**src/rtl/hx711_reader.sv**
```systemverilog
// HX711 load-cell ADC reader: clocks out 24 bits plus gain pulses, subtracts tare, clamps to unsigned.
// Latency: data_valid pulses 1 cycle after the last gain low phase; no backpressure, power_down aborts a read.
module hx711_reader #(
  parameter int SCK_HALF_CYCLES = 50,
  parameter int GAIN_PULSES     = 1
) (
  input  logic        clock,
  input  logic        reset_n,
  input  logic        hx_dout,
  output logic        hx_sck,
  input  logic        tare_req,
  input  logic        power_down,
  output logic [23:0] raw_data,
  output logic [23:0] weight_out,
  output logic        data_valid,
  output logic        busy
);

  localparam int PW = $clog2(SCK_HALF_CYCLES);

  typedef enum logic [2:0] {
    WAIT_READY, SHIFT_HI, SHIFT_LO, GAIN_HI, GAIN_LO, COMMIT, WAIT_HIGH, PWR_DOWN
  } state_t;

  state_t        state, state_nxt;
  logic          dout_meta, dout_s;
  logic [PW-1:0] phase_cnt;
  logic [4:0]    bit_cnt;
  logic [1:0]    pulse_cnt;
  logic [23:0]   shreg;
  logic [23:0]   tare;
  logic          tare_armed;
  logic          phase_end;
  logic [24:0]   diff;

  assign phase_end = (phase_cnt == PW'(SCK_HALF_CYCLES - 1));
  assign diff      = {shreg[23], shreg} - {tare[23], tare};
  assign busy      = (state == SHIFT_HI) || (state == SHIFT_LO) ||
                     (state == GAIN_HI)  || (state == GAIN_LO);

  // DOUT idles high, so the synchroniser resets high to avoid a false start.
  always_ff @(posedge clock or negedge reset_n) begin
    if (!reset_n) begin
      dout_meta <= 1'b1;
      dout_s    <= 1'b1;
    end else begin
      dout_meta <= hx_dout;
      dout_s    <= dout_meta;
    end
  end

  always_ff @(posedge clock or negedge reset_n) begin
    if (!reset_n) state <= WAIT_READY;
    else          state <= state_nxt;
  end

  always_comb begin
    state_nxt = state;
    case (state)
      WAIT_READY: if (!dout_s)   state_nxt = SHIFT_HI;
      SHIFT_HI:   if (phase_end) state_nxt = SHIFT_LO;
      SHIFT_LO:   if (phase_end) state_nxt = (bit_cnt == 5'd24) ? GAIN_HI : SHIFT_HI;
      GAIN_HI:    if (phase_end) state_nxt = GAIN_LO;
      GAIN_LO:    if (phase_end) state_nxt = (pulse_cnt == 2'(GAIN_PULSES)) ? COMMIT : GAIN_HI;
      COMMIT:     state_nxt = WAIT_HIGH;
      WAIT_HIGH:  if (dout_s)    state_nxt = WAIT_READY;
      PWR_DOWN:   if (!power_down) state_nxt = WAIT_HIGH;
      default:    state_nxt = WAIT_READY;
    endcase
    if (power_down) state_nxt = PWR_DOWN;
  end

  // PD_SCK is derived from the next state so the pin is a clean flop output aligned to the state.
  always_ff @(posedge clock or negedge reset_n) begin
    if (!reset_n) begin
      hx_sck    <= 1'b0;
      phase_cnt <= '0;
    end else begin
      hx_sck <= (state_nxt == SHIFT_HI) || (state_nxt == GAIN_HI) || (state_nxt == PWR_DOWN);
      if (state_nxt != state || !busy) phase_cnt <= '0;
      else                             phase_cnt <= phase_cnt + PW'(1);
    end
  end

  always_ff @(posedge clock or negedge reset_n) begin
    if (!reset_n) begin
      bit_cnt    <= '0;
      pulse_cnt  <= '0;
      shreg      <= '0;
      tare       <= '0;
      tare_armed <= 1'b0;
      raw_data   <= '0;
      weight_out <= '0;
      data_valid <= 1'b0;
    end else begin
      data_valid <= 1'b0;
      if (tare_req) tare_armed <= 1'b1;
      if (state == WAIT_READY) bit_cnt <= '0;
      if (state == SHIFT_HI && phase_end) begin
        shreg   <= {shreg[22:0], dout_s};
        bit_cnt <= bit_cnt + 5'd1;
      end
      if (state == SHIFT_LO) pulse_cnt <= '0;
      if (state == GAIN_HI && phase_end) pulse_cnt <= pulse_cnt + 2'd1;
      if (state == COMMIT) begin
        raw_data   <= shreg;
        data_valid <= 1'b1;
        // A tare request landing on the commit cycle still applies to this sample.
        if (tare_armed || tare_req) begin
          tare       <= shreg;
          weight_out <= '0;
          tare_armed <= 1'b0;
        end else begin
          weight_out <= diff[24] ? 24'd0 : diff[23:0];
        end
      end
    end
  end

endmodule

```
**config.mk**
```make
export PLATFORM = sky130hd
export DESIGN_NAME = hx711_reader
export DESIGN_NICKNAME = d
export VERILOG_FILES = /design/src/rtl/hx711_reader.sv
export SDC_FILE = /design/constraint.sdc
export NUM_CORES = 1
export LEC_CHECK = 0
export CAP_MARGIN = 20
export CORE_ASPECT_RATIO = 0.6
export CORE_MARGIN = 3
export CORE_UTILIZATION = 50
export DETAILED_ROUTE_END_ITERATION = 6
export PLACE_DENSITY = 0.71
export SLEW_MARGIN = 10
export SYNTH_ARGS = -nofsm -noshare
export SYNTH_HDL_FRONTEND = slang
export SYNTH_SLANG_ARGS = --single-unit
export TNS_END_PERCENT = 10
```
**constraint.sdc**
```tcl
create_clock -name clock -period 4.7 [get_ports clock]
set_input_delay 0.705 -clock clock [delete_from_list [all_inputs] [get_ports clock]]
set_output_delay 0.705 -clock clock [all_outputs]
set_load 0.03 [all_outputs]
```
==> impl_results.md, run 1 <==
* Outcome: finished, final reports clean
* Dpl cells at 835
* Initial DRC count at 322
* Final instance area at 0.00715 sq mm
* Crit-path max cell delay at roughly 430 ps
* Slew Viols, Final at 0
* HPWL after DPL at 9.22 mm
* Post-Synth Adder-Cell Area at roughly 6.6%
* Crit Path Class: flip-flop to flip-flop
* Routed len/inst at 15.6 um
* Family with the most delay on the worst path: compound AO/OA/AOI/OAI gates
* DIE HEIGHT at ~90 um
* Die ar. at 0.0130 sq mm
* CTS Sinks at 117
* HP Class: input port to asynchronous set/reset pin
* Remaining Overflow, GRT at 0
* Syn avg cell area at 9.09 sq um
* Vias in the first global route at 4446
* I/O Buffers at 55
* CP Max Fanout at 17
* Worst EP required at 4970 ps
* Initial antenna violation count at 0
* Clock slew at reported path FFs at 50 ps
* Die W at 145 um
* CP Launch Point: shreg[0]
* Seq/Total Area, Yosys at 50.2%
* Leakage power total at 3.47 nW
* Startpoint Class: flip-flop
* Final Instance Count excl. Fillers at 865
* ANT cells at 0
* Reg2reg start: shreg[0]
* Setup repair after global routing missed its margin: no
* Cells after Synth at between 600 and 700
* Metal2 WL at ~5.6 mm
* Wl on met1 at 7.10 mm
* Gpl congestion at 0.901
* Vias at ~4600
* Post-Route WL at between 10 and 15 mm
* # IOs at 56
* Slew HR at 36.5%
* Simple-Gate Fraction of Synth Area at 18.3%
* Tmin final at between 2000 and 3000 ps
* Synth Register Bits at 117
* Fin nets at between 700 and 800
* Fin. Hold Viols at 0
* Yosys warnings at 0
* ANT nets after route at 0
* Synth Flop Type: dfrtp_1
* Synthesis-to-finish area growth at 22.6%
* Row cnt at 29
* Hold WS at 307 ps
* Pwr dens at 455 mW/mm^2
* Via/cell ratio at ~5.3
* Mapped cell area at 0.00584 sq mm
* Layout cells sized above 1 at under 10%
* Hold_buf cts at 0
* Largest net degree at the start of global routing at 48
* Crit path buf inv count at 2
* Largest family of logic cells by synthesized area: simple AND/OR/NAND/NOR gates
* Critical path data arrival time at ~3200 ps
* Max-cap violations at 0
* Worst path cell trace: inv_1, ha_1, inv_1, fa_1, a211oi_1, o21ai_1, o2111ai_2, a21boi_2, o31ai_2, a21o_4, o21ai_0
* Mux share of post-synthesis cell area at 0.386%
* Final setup skew at ~9.5 ps
* Synth Area in XOR/XNOR at 3.30%
* Fmax at 336 MHz
* Top Layer Used: met4
* Async SR Flop Fraction at 100%
* Post-CTS setup buffers at 0
* CP most frequent cell: inv_1
* Total CTS buffers at 17
* DR pass1 iterations at 5
* Post_cts resized at 0
* Htree depth at 4
* Post-synth cell types at 60
* CTS tree: yes
* Worst-Margin Slew at 950 ps
* CTS max path bufs at 2
* CTS root buffer: clkbuf_16
* Peak supply drop at ~0.0003 V
* CP max stage cell: fa_1
* GRT Overall Usage at 22.4%
* Setup-failing EPs final at 0
* Placed instance area at 0.00654 sq mm
* CP Capture Type: flip-flop
* First-pass GRT wire length at 23.1 mm
* Tcrit/Tclk final at 63.3%
* Setup tns final at 0 ps
* Post-route DRC violation count at 0
* Synthesized Nets at 677
* Wire length on met3 at approximately 670 um
* Synth Area in Compound Gates at between 10% and 20%
* Initial Util at 53.3%
* Post-synth EDFFs at 0
* Core Region at 0.0110 sq mm
* Clock latency on the worst-skew pair at about 400 ps
==> sequential cells by signal, summed over array words and instances (netlist names) <==
name / count
weight_out: 24
pulse_cnt: 2
state: 3
hx_sck: 1
dout_s: 1
data_valid: 1
tare: 24
bit_cnt: 5
tare_armed: 1
phase_cnt: 6
shreg: 24
dout_meta: 1
raw_data: 24
==> placed cells by master (no fill, tap or decap), types with 4 or more instances in the layout <==
| master | Yosys | routed |
|---|---|---|
| clkinv_2 | 0 | 4 |
| dfrtp_1 | 115 | 115 |
| o21a_1 | 6 | 6 |
| a22o_1 | 5 | 5 |
| clkdlybuf4s50_1 | 0 | 54 |
| o21ai_0 | 47 | 47 |
| a21oi_1 | 28 | 28 |
| clkbuf_16 | 0 | 17 |
| inv_1 | 38 | 38 |
| a21o_1 | 11 | 11 |
| xor2_1 | 11 | 11 |
| xnor2_1 | 11 | 11 |
| nor2_1 | 23 | 22 |
| o21ai_2 | 10 | 10 |
| ha_1 | 29 | 29 |
| nand2b_1 | 4 | 4 |
| o211ai_1 | 5 | 5 |
| nand3_1 | 8 | 7 |
| buf_4 | 0 | 8 |
| nand2_1 | 204 | 204 |
| bufinv_16 | 0 | 4 |
| a32o_1 | 4 | 4 |
==> stage by stage <==
step | setup WS [ps] | total power, W | util (%)
6_report | 1730 | 0.00326 | 65.3
3_3_place_gp | 1880 | 0.00191 | 59.7
5_1_grt | 1460 | 0.00342 | 65.3
3_5_place_dp | 1740 | 0.00192 | 59.7
2_1_floorplan | 2130 | 0.00167 | -
4_1_cts | 1740 | 0.00328 | 65.3
==> cell families after synthesis <==
| kind of cell | Yosys count |
|---|---|
| and+or+nand+nor | 262 |
| adders and majority gates | 30 |
| DFF | 117 |
| buffers and inverters | 63 |
| AOI/OAI and AO/OA | 146 |
| muxes | 2 |
| xor gates and xnor gates | 22 |
==> worst paths after layout <==
kind,endpoint,slack (ps),depth (start not counted)
worst max-delay path,weight_out[6],1730,11
worst min-delay path,bit_cnt[3],310,1
worst max register to register,weight_out[6],1730,11
worst min register to register,dout_s,360,0
max in group asynchronous,raw_data[14],3460,2
min in group clock,dout_s,360,0
==> cell usage after synthesis, types with 6 or more instances <==
cell type / count / share of area, %
nor2_1: 23 / 1.5
nand3_1: 8 / 0.69
xor2_1: 11 / 1.7
o21ai_0: 47 / 4.0
xnor2_1: 11 / 1.7
ha_1: 29 / 6.2
dfrtp_1: 115 / 49
a21o_1: 11 / 1.4
o21ai_2: 10 / 1.5
clkbuf_1: 16 / 1.0
a21oi_1: 28 / 2.4
o21a_1: 6 / 0.77
inv_1: 38 / 2.4
nand2_1: 204 / 13
==> final cells by class <==
| cell class | instances | area (sq um) |
|---|---|---|
| clock inverters | 10 | 155 |
| inverters | 39 | 146 |
| multi-input cells | 462 | 2670 |
| repair buffers | 62 | 601 |
| clock buffers | 20 | 457 |
| well taps | 155 | 194 |
| fillers | 929 | 3800 |
| flip-flops and latches | 117 | 2930 |
==> where the power goes <==
group,internal (W),total [W],switching (W)
registers,0.00112,0.00119,0.0000718
logic,0.000293,0.000730,0.000437
clock network,0.000904,0.00134,0.000434
==> layer usage <==
layer | up-vias | GRT usage (%)
li1 | 2259 | -
met1 | 2182 | 34.3
met2 | 115 | 32.1
met3 | 10 | 3.96
met4 | 0 | 8.01
met5 | - | 0
==> worst reg2reg max path, stage by stage (launching register included) <==
cell	delay (ps)
dfrtp_1	380
inv_1	110
ha_1	190
inv_1	60
fa_1	430
a211oi_1	250
o21ai_1	200
o2111ai_2	300
a21boi_2	110
o31ai_2	350
a21o_4	340
o21ai_0	130
Power figures use the tool's default switching activity.
==> inputs of run 2 (changes only) <==
clock period = 2.9 ns   (was 4.7 ns; I/O delays follow)
==> run 2 against run 1 <==
  * Critical path depth did not move
  * Global-route usage rose by 0.83 points
  * First-iteration DRC count rose by 47%
  * Clock-buffer cell count rose by 3
  * Register-to-register slack got worse by 1600 ps
  * Sequential share of layout area fell by 0.77 points
  * Die area did not move
  * Clock skew fell by 2.1 ps
==> impl_results.md, run 2 (synthesized netlist as in run 1, its figures left out) <==
* Leakage power total at 3.53 nW (was 3.47 nW)
* Final setup skew at 7.39 ps (was 9.47 ps)
* Post-Route WL at 14.1 mm (was 13.5 mm)
* CP most frequent cell: inv_1 (unchanged)
* R2r worst-path depth at 11 (unchanged)
* HP Class: flip-flop to flip-flop (was input port to asynchronous set/reset pin)
* Tmin final at 2730 ps (was 2970 ps)
* DR pass1 iterations at 5 (unchanged)
* Initial antenna violation count at 0 (unchanged)
* Gpl congestion at 0.882 (was 0.901)
* Worst path cell trace: inv_1, ha_1, inv_1, fa_2, a211oi_2, o21ai_1, o2111ai_2, a21bo_2, a21oi_1, or3_1, a32o_1 (was inv_1, ha_1, inv_1, fa_1, a211oi_1, o21ai_1, o2111ai_2, a21boi_2, o31ai_2, a21o_4, o21ai_0)
* Tcrit/Tclk final at 94.2% (was 63.3%)
* Critical path data arrival time at 3020 ps (was 3240 ps)
* Clock slew at reported path FFs at 50 ps (about the same)
* Via/cell ratio at 5.44 (was 5.28)
* CP Max Fanout at 4 (was 17)
* HPWL after DPL at 9.45 mm (was 9.22 mm)
* Layout cells sized above 1 at 10.6% (was 9.30%)
* Clock latency on the worst-skew pair at 410 ps (was 400 ps)
* Vias in the first global route at 4632 (was 4446)
* Placed instance area at 0.00657 sq mm (was 0.00654 sq mm)
* Initial DRC count at 473 (was 322)
* Worst EP required at 3190 ps (was 4970 ps)
* Fill cell count at 855 (was 929)
* Core Region at 0.0110 sq mm (unchanged)
* First-pass GRT wire length at 23.7 mm (was 23.1 mm)
* CTS max path bufs at 2 (unchanged)
* Setup repair after global routing missed its margin: no (unchanged)
* CTS tree: yes (unchanged)
* Worst-Margin Slew at 559 ps (was 950 ps)
* CTS root buffer: clkbuf_16 (unchanged)
* Family with the most delay on the worst path: compound AO/OA/AOI/OAI gates (unchanged)
* Crit path buf inv count at 2 (unchanged)
* Peak supply drop at 0.000429 V (was 0.000303 V)
* Fin nets at 742 (was 734)
* Synthesis-to-finish area growth at 24.9% (was 22.6%)
* CP max stage cell: dfrtp_1 (was fa_1)
* Row cnt at 29 (unchanged)
* Slew HR at 62.8% (was 36.5%)
* I/O Buffers at 55 (unchanged)
* CTS Sinks at 117 (unchanged)
* Setup-failing EPs final at 0 (unchanged)
* Slew Viols, Final at 0 (unchanged)
* Pwr dens at 741 mW/mm^2 (was 455 mW/mm^2)
* Total CTS buffers at 17 (unchanged)
* Die W at 145 um (unchanged)
* Outcome: finished, final reports clean (unchanged)
* Fmax at 366 MHz (was 336 MHz)
* Crit Path Class: flip-flop to flip-flop (unchanged)
* Post-route DRC violation count at 0 (unchanged)
* Routed len/inst at 16.2 um (was 15.6 um)
* Stages on worst setup path at 11 (unchanged)
* Largest net degree at the start of global routing at 56 (was 48)
* Die ar. at 0.0130 sq mm (unchanged)
* Hold WS at 350 ps (was 307 ps)
* DIE HEIGHT at 89.7 um (unchanged)
* Final instance area at 0.00729 sq mm (was 0.00715 sq mm)
* ANT cells at 0 (unchanged)
* Most common cell after layout, fill and taps aside: nand2_1 (unchanged)
* CP Capture Type: flip-flop (unchanged)
* Fin. Hold Viols at 0 (unchanged)
* Htree depth at 4 (unchanged)
* Vias at 4756 (was 4566)
* Remaining Overflow, GRT at 0 (unchanged)
* ANT nets after route at 0 (unchanged)
* GRT Overall Usage at 23.2% (was 22.4%)
* # IOs at 56 (unchanged)
* Initial Util at 53.3% (unchanged)
* Most frequent cells in the layout: nand2_1, dfrtp_1, clkdlybuf4s50_1, o21ai_0, inv_1 (unchanged)
* Crit-path max cell delay at 380 ps (was 430 ps)
* Max-cap violations at 0 (unchanged)
* Startpoint Class: flip-flop (unchanged)
* Worst hold stages at 0
-- run 2: cell count changes in the layout (fill, tap and decap cells not counted) --
| cell | previous run | this run |
|---|---|---|
| a211oi_1 | 3 | 2 |
| a211oi_2 | 1 | 2 |
| a21o_2 | 0 | 1 |
| buf_12 | 0 | 2 |
| buf_4 | 8 | 12 |
| clkbuf_8 | 2 | 5 |
| clkinv_2 | 4 | 2 |
| dlygate4sd3_1 | 0 | 1 |
| fa_1 | 1 | 0 |
| fa_2 | 0 | 1 |
| o31ai_2 | 1 | 0 |
| o31ai_4 | 0 | 1 |
-- run 2: final timing paths --
kind,end,slack [ps],start
worst max register to register,weight_out[22],170,shreg[0]
worst min register to register,dout_s,350,dout_meta
min in group asynchronous,bit_cnt[4],520,reset_n
max in group asynchronous,weight_out[7],1620,reset_n
worst min-delay path,dout_s,350,dout_meta
worst max-delay path,weight_out[22],170,shreg[0]
-- run 2: repair_timing --
action                                 CTS  global route
endpoints found under the hold margin   34             0
resized for setup                        1             2
gates cloned                             0             1
hold buffers                             1             0
setup buffers                            3             1
pin swaps                                1             3
setup endpoints to repair               20            23
-- run 2: per-layer routing --
| layer | vias to the layer above | track usage [%] | wire, um |
|---|---|---|---|
| li1 | 2280 | - | - |
| met1 | 2299 | 33.6 | 6990 |
| met2 | 158 | 35.1 | 6040 |
| met3 | 19 | 4.61 | 897 |
| met4 | 0 | 8.87 | 193 |
| met5 | - | 0 | 0 |
-- run 2: per-stage QoR --
| step | std cells | TNS, ps | utilization [%] | total power (W) | setup slack (ps) |
|---|---|---|---|---|---|
| after floorplan | 642 | 0 | - | 0.00271 | 330 |
| after global placement | 837 | 0 | 59.9 | 0.00310 | 138 |
| after detailed placement | 837 | -227 | 59.9 | 0.00313 | -46.6 |
| after CTS | 872 | 0 | 66.3 | 0.00543 | 46.6 |
| after global routing | 874 | 0 | 66.5 | 0.00565 | 29.1 |
| final | 874 | 0 | 66.5 | 0.00540 | 168 |
-- run 2: layout make-up --
type	count	area (sq um)	area share, %
clock buffers	23	498	6.83
clock inverters	8	145	1.99
well taps	155	194	2.66
multi-input cells	463	2700	37.0
flip-flops and latches	117	2930	40.2
inverters	39	146	2.01
repair buffers	69	681	9.34
-- run 2: where the power goes --
part           leakage (nW)  internal [W]  switching, W
logic                  1.65      0.000491      0.000720
registers              1.57       0.00181      0.000114
clock network         0.311       0.00154      0.000724
total                  3.53       0.00384       0.00156
